File: config.mk
export PLATFORM = sky130hd
export DESIGN_NAME = tm_clause_vote_engine
export DESIGN_NICKNAME = d
export VERILOG_FILES = /design/src/rtl/tm_pkg.sv /design/src/rtl/tm_clause_eval.sv /design/src/rtl/tm_clause_vote_engine.sv
export SDC_FILE = /design/constraint.sdc
export NUM_CORES = 1
export LEC_CHECK = 0
export CORE_UTILIZATION = 35
export CTS_CLUSTER_DIAMETER = 60
export DETAILED_ROUTE_END_ITERATION = 6
export PLACE_DENSITY = 0.57
export SKIP_CTS_REPAIR_TIMING = 1
export SLEW_MARGIN = 30
export SYNTH_ARGS = -nofsm -noshare
export SYNTH_HDL_FRONTEND = slang
export SYNTH_HIERARCHICAL = 1
export SYNTH_SLANG_ARGS = --single-unit
File: constraint.sdc
create_clock -name clk -period 2.8 [get_ports clk]
set_clock_uncertainty 0.05 [all_clocks]
set_input_delay 0.56 -clock clk [delete_from_list [all_inputs] [get_ports clk]]
set_output_delay 0.56 -clock clk [all_outputs]
set_load 0.1 [all_outputs]
File: src/rtl/tm_pkg.sv
// Shared types and width helpers for the Tsetlin-machine clause vote engine.
package tm_pkg;

    typedef enum logic [1:0] {
        IDLE,
        EVAL,
        DONE
    } state_t;

    // Literal vector holds every feature and its complement.
    function automatic int lit_width(input int num_features);
        return 2 * num_features;
    endfunction

    // Signed sum must cover -NUM_CLAUSES/2 .. +NUM_CLAUSES/2.
    function automatic int sum_width(input int num_clauses);
        return $clog2(num_clauses + 1) + 1;
    endfunction

    // Even clause indices vote for the class, odd indices vote against it.
    function automatic int clause_polarity(input int unsigned idx);
        return (idx % 2 == 0) ? 1 : -1;
    endfunction

endpackage

File: src/rtl/tm_clause_eval.sv
// Combinational evaluation of a single Tsetlin clause against a feature vector.
module tm_clause_eval
    import tm_pkg::*;
#(
    parameter int NUM_FEATURES     = 2,
    parameter int EMPTY_CLAUSE_ONE = 0,
    localparam int LW              = lit_width(NUM_FEATURES)
) (
    input  logic [NUM_FEATURES-1:0] features,
    input  logic [LW-1:0]           mask,
    output logic                    clause
);

    logic [LW-1:0] lit;

    // Literals are complements in the low half, plain features in the high half;
    // a fully excluded clause takes the configured empty-clause value.
    always_comb begin
        lit    = {features, ~features};
        clause = &(mask | lit);
        if (&mask) begin
            clause = (EMPTY_CLAUSE_ONE != 0);
        end
    end

endmodule

File: src/rtl/tm_clause_vote_engine.sv
// Tsetlin-machine inference engine: evaluates one clause per cycle on a latched
// sample and accumulates polarity votes into a signed class sum.
module tm_clause_vote_engine
    import tm_pkg::*;
#(
    parameter int NUM_FEATURES     = 2,
    parameter int NUM_CLAUSES      = 4,
    parameter int EMPTY_CLAUSE_ONE = 0,
    localparam int LW              = lit_width(NUM_FEATURES),
    localparam int SW              = sum_width(NUM_CLAUSES),
    localparam int CW              = $clog2(NUM_CLAUSES)
) (
    input  logic                    clk,
    input  logic                    rst,
    input  logic                    cfg_we,
    input  logic [CW-1:0]           cfg_addr,
    input  logic [LW-1:0]           cfg_data,
    output logic                    cfg_ready,
    input  logic                    in_valid,
    output logic                    in_ready,
    input  logic [NUM_FEATURES-1:0] in_features,
    output logic                    out_valid,
    input  logic                    out_ready,
    output logic signed [SW-1:0]    out_sum,
    output logic                    out_pred,
    output logic [NUM_CLAUSES-1:0]  out_clauses
);

    state_t                  state;
    logic [LW-1:0]           masks [NUM_CLAUSES];
    logic [NUM_FEATURES-1:0] feat;
    logic [CW-1:0]           cnt;
    logic                    clause_bit;
    logic signed [SW-1:0]    sum_next;

    assign cfg_ready = (state == IDLE);
    assign in_ready  = (state == IDLE);

    tm_clause_eval #(
        .NUM_FEATURES    (NUM_FEATURES),
        .EMPTY_CLAUSE_ONE(EMPTY_CLAUSE_ONE)
    ) u_clause_eval (
        .features(feat),
        .mask    (masks[cnt]),
        .clause  (clause_bit)
    );

    // Running sum after applying the current clause's vote.
    always_comb begin
        sum_next = out_sum + SW'(clause_polarity(32'(cnt)));
    end

    // Mask store, sample latch and IDLE/EVAL/DONE sequencing.
    always_ff @(posedge clk) begin
        if (rst) begin
            state       <= IDLE;
            for (int unsigned i = 0; i < NUM_CLAUSES; i++) begin
                masks[i] <= '1;
            end
            feat        <= '0;
            cnt         <= '0;
            out_valid   <= 1'b0;
            out_sum     <= '0;
            out_pred    <= 1'b0;
            out_clauses <= '0;
        end else begin
            if (state == IDLE && cfg_we && 32'(cfg_addr) < NUM_CLAUSES) begin
                masks[cfg_addr] <= cfg_data;
            end
            case (state)
                IDLE: begin
                    if (in_valid) begin
                        feat        <= in_features;
                        cnt         <= '0;
                        out_sum     <= '0;
                        out_pred    <= 1'b1;
                        out_clauses <= '0;
                        state       <= EVAL;
                    end
                end
                EVAL: begin
                    out_clauses[cnt] <= clause_bit;
                    if (clause_bit) begin
                        out_sum  <= sum_next;
                        out_pred <= ~sum_next[SW-1];
                    end
                    cnt <= cnt + 1'b1;
                    if (cnt == CW'(NUM_CLAUSES - 1)) begin
                        out_valid <= 1'b1;
                        state     <= DONE;
                    end
                end
                DONE: begin
                    if (out_ready) begin
                        out_valid <= 1'b0;
                        state     <= IDLE;
                    end
                end
                default: state <= IDLE;
            endcase
        end
    end

endmodule
==> qor.txt <==
drt via density: 5.20
TritonCTS clock tree: built
Synth Area in Adders: 5.68%
status: complete, but fails checks
Tcrit/Tclk final: 94.2%
final setup TNS: 0 ns
post-route ant nets: 0
Seq/Total Area, Yosys: 50.2%
n_diodes: 0
Vias: 1197
final design instance area without fill: 2080 um^2
Async SR Flop Fraction: 0%
GRT Residual Overflow: 0
Core ar.: 4470 um^2
RSZ-0062 raised after global routing: false
DRT iter0 DRCs: 47
first-pass GRT wire length: 5810 um
count leader, synth: dfxtp_1
Critical Path End Type: flop
Max VDD drop: 0.533 mV
clk_lat worst skew: 0.28 ns
endpoints failing hold: 0
Most used DFF post-synth: dfxtp_1
Die H: 71.2 um
grt met3 use: 4.13%
I/O Buffers: 24
fill count: 422
mapped cell area: 1680 um^2
number of global-route vias before repair: 1221
Avg Cell Area, Syn: 11.2 um^2
final setup vio count: 0
CP Data Arrival Time: 2.76 ns
cell taking the most area after synthesis: edfxtp_1
initial antenna violation count: 0
Avg WL per Cell: 14.7 um
CTS sink cnt: 34
met2 usage: 23.7%
row cnt: 24
CP Data Required Time: 2.92 ns
TritonRoute pass-1 iters: 6
max-slew violations: 0
Startpoint Class: flop
#FFs+latches synth: 34
Post-Syn Instances: 149
XOR/XNOR Fraction of Synth Area: 0.523%
r2r setup slk: 0.16 ns
min cycle time layout: 2.64 ns
pwr/cell area: 586 nW/um^2
failing checks: DRC
GR Util All Layers: 14.9%
Root Buffer: clkbuf_8
mux cell area share after synthesis: 8.44%
Post-DP Area: 1940 um^2
Tot Pwr: 1220 uW
die area: 5070 um^2
fraction of final layout cells sized beyond drive strength 1: 24.2%
clock input transition at the sequential cells of the worst setup and hold paths: 0.07 ns
Area contributors post-synth: edfxtp_1 (29%), dfxtp_1 (22%), mux4_2 (5.4%)
Rel. slew slack: 68.6%
nets: 197
# IOs: 25
Layout area overhead: 24.2%
synth cell count leaders: dfxtp_1 (18), a21oi_1 (16), edfxtp_1 (16), nand3_1 (14), nand2_1 (12)
largest family of logic cells by synthesized area: simple AND/OR/NAND/NOR gates
maximum clock frequency: 0.379 GHz
clk buf depth: 2
Synth Area in Compound Gates: 8.14%
Slew @ Worst Pin: 0.470 ns
Yosys warning count: 6
TritonCTS Buffers: 5
Distinct cells, synth: 34
crit-path max FO: 7
GRT Max-Usage Layer: met2
Die X: 71.2 um
H-tree depth: 2
simple-gate share of the synthesized area: 24.0%
post-synth top area share: 28.7%
met1 GRT Util: 20.0%
drt drc: 1
pin count of the biggest net entering global routing: 21
synthesized net count: 169
Post-synth EDFFs: 16
worst hold path class: flop to flop
max-cap violations: 0
LEAKAGE: 0.000731 uW
Final Wtd Congestion: 0.701
hpwl dp: 2610 um
routed wire length: 3370 um
Setup CP Type: flop to flop
effective utilization at floorplan: 37.4%
## flip-flops by register name, summed over array words and instances (netlist names), named ones only
name,count
masks,16
out_pred,1
out_sum,4
state,2
feat,2
cnt,2
out_valid,1
out_clauses,4
## placed cells by master (no fill, tap or decap), types with 2 or more instances in the layout
master and instances:
a21oi_1 16, mux4_2 4, nand2_1 12, clkbuf_8 6, nand2b_1 9, buf_4 15, edfxtp_1 16, dfxtp_1 18
nand3b_1 2, inv_1 3, nand3_1 14, clkdlybuf4s50_1 12, and3_1 2, or2b_1 3, mux2i_1 4, ha_1 6
or2_2 9, nor2_1 9
## power breakdown
group	internal, uW	leakage, uW	switching, uW
Clock	344	0.0000696	179
Combinational	55.4	0.000399	93.2
Sequential	533	0.000263	14.5
Total	932	0.000731	286
## path summary, 6_finish.rpt
path / cells past startpoint / from / to
worst max-delay path: 7 / flop / out_pred
worst min-delay path: 2 / out_clauses[0] / out_clauses[0]
worst max register to register: 7 / flop / out_pred
worst min register to register: 2 / out_clauses[0] / out_clauses[0]
## critical path, stage by stage (launching register included)
cell	delay, ns
dfxtp_1	0.39
mux4_2	0.52
mux2_1	0.32
a311oi_2	0.26
buf_4	0.20
nand3b_4	0.08
or4_4	0.54
and3_1	0.16
## logic make-up (layout without fill, tap and decap cells)
kind of cell | after synthesis | count (layout)
DFF | 34 | 34
and+or+nand+nor | 67 | 67
adders and majority gates | 7 | 7
buffers and inverters | 9 | 38
muxes | 9 | 9
AOI/OAI and AO/OA | 22 | 22
xor gates and xnor gates | 1 | 1
## metrics by stage
stage	utilization, %	hold WS (ns)	setup WS [ns]	instances
5_1_grt	46.5	0.450	0.0412	230
2_1_floorplan	-	0.400	0.0884	149
4_1_cts	46.5	0.424	0.158	230
6_report	46.5	0.421	0.162	230
3_3_place_gp	43.4	0.410	0.203	222
3_5_place_dp	43.4	0.412	0.173	222
## cell type report
cell class	instances	area, um^2	share of cell area, %
flip-flops and latches	34	841	40.4
well taps	52	65.1	3.13
clock inverters	1	30.0	1.44
clock buffers	7	108	5.17
multi-input cells	106	793	38.1
inverters	3	11.3	0.541
repair buffers	27	233	11.2
## layer usage
layer / vias to the layer above / wire, um
li1: 594 / -
met2: 21 / 1610
met3: 4 / 114
met1: 578 / 1620
met4: 0 / 28
met5: - / 0
Note: power is estimated with default switching activity, not from simulation.
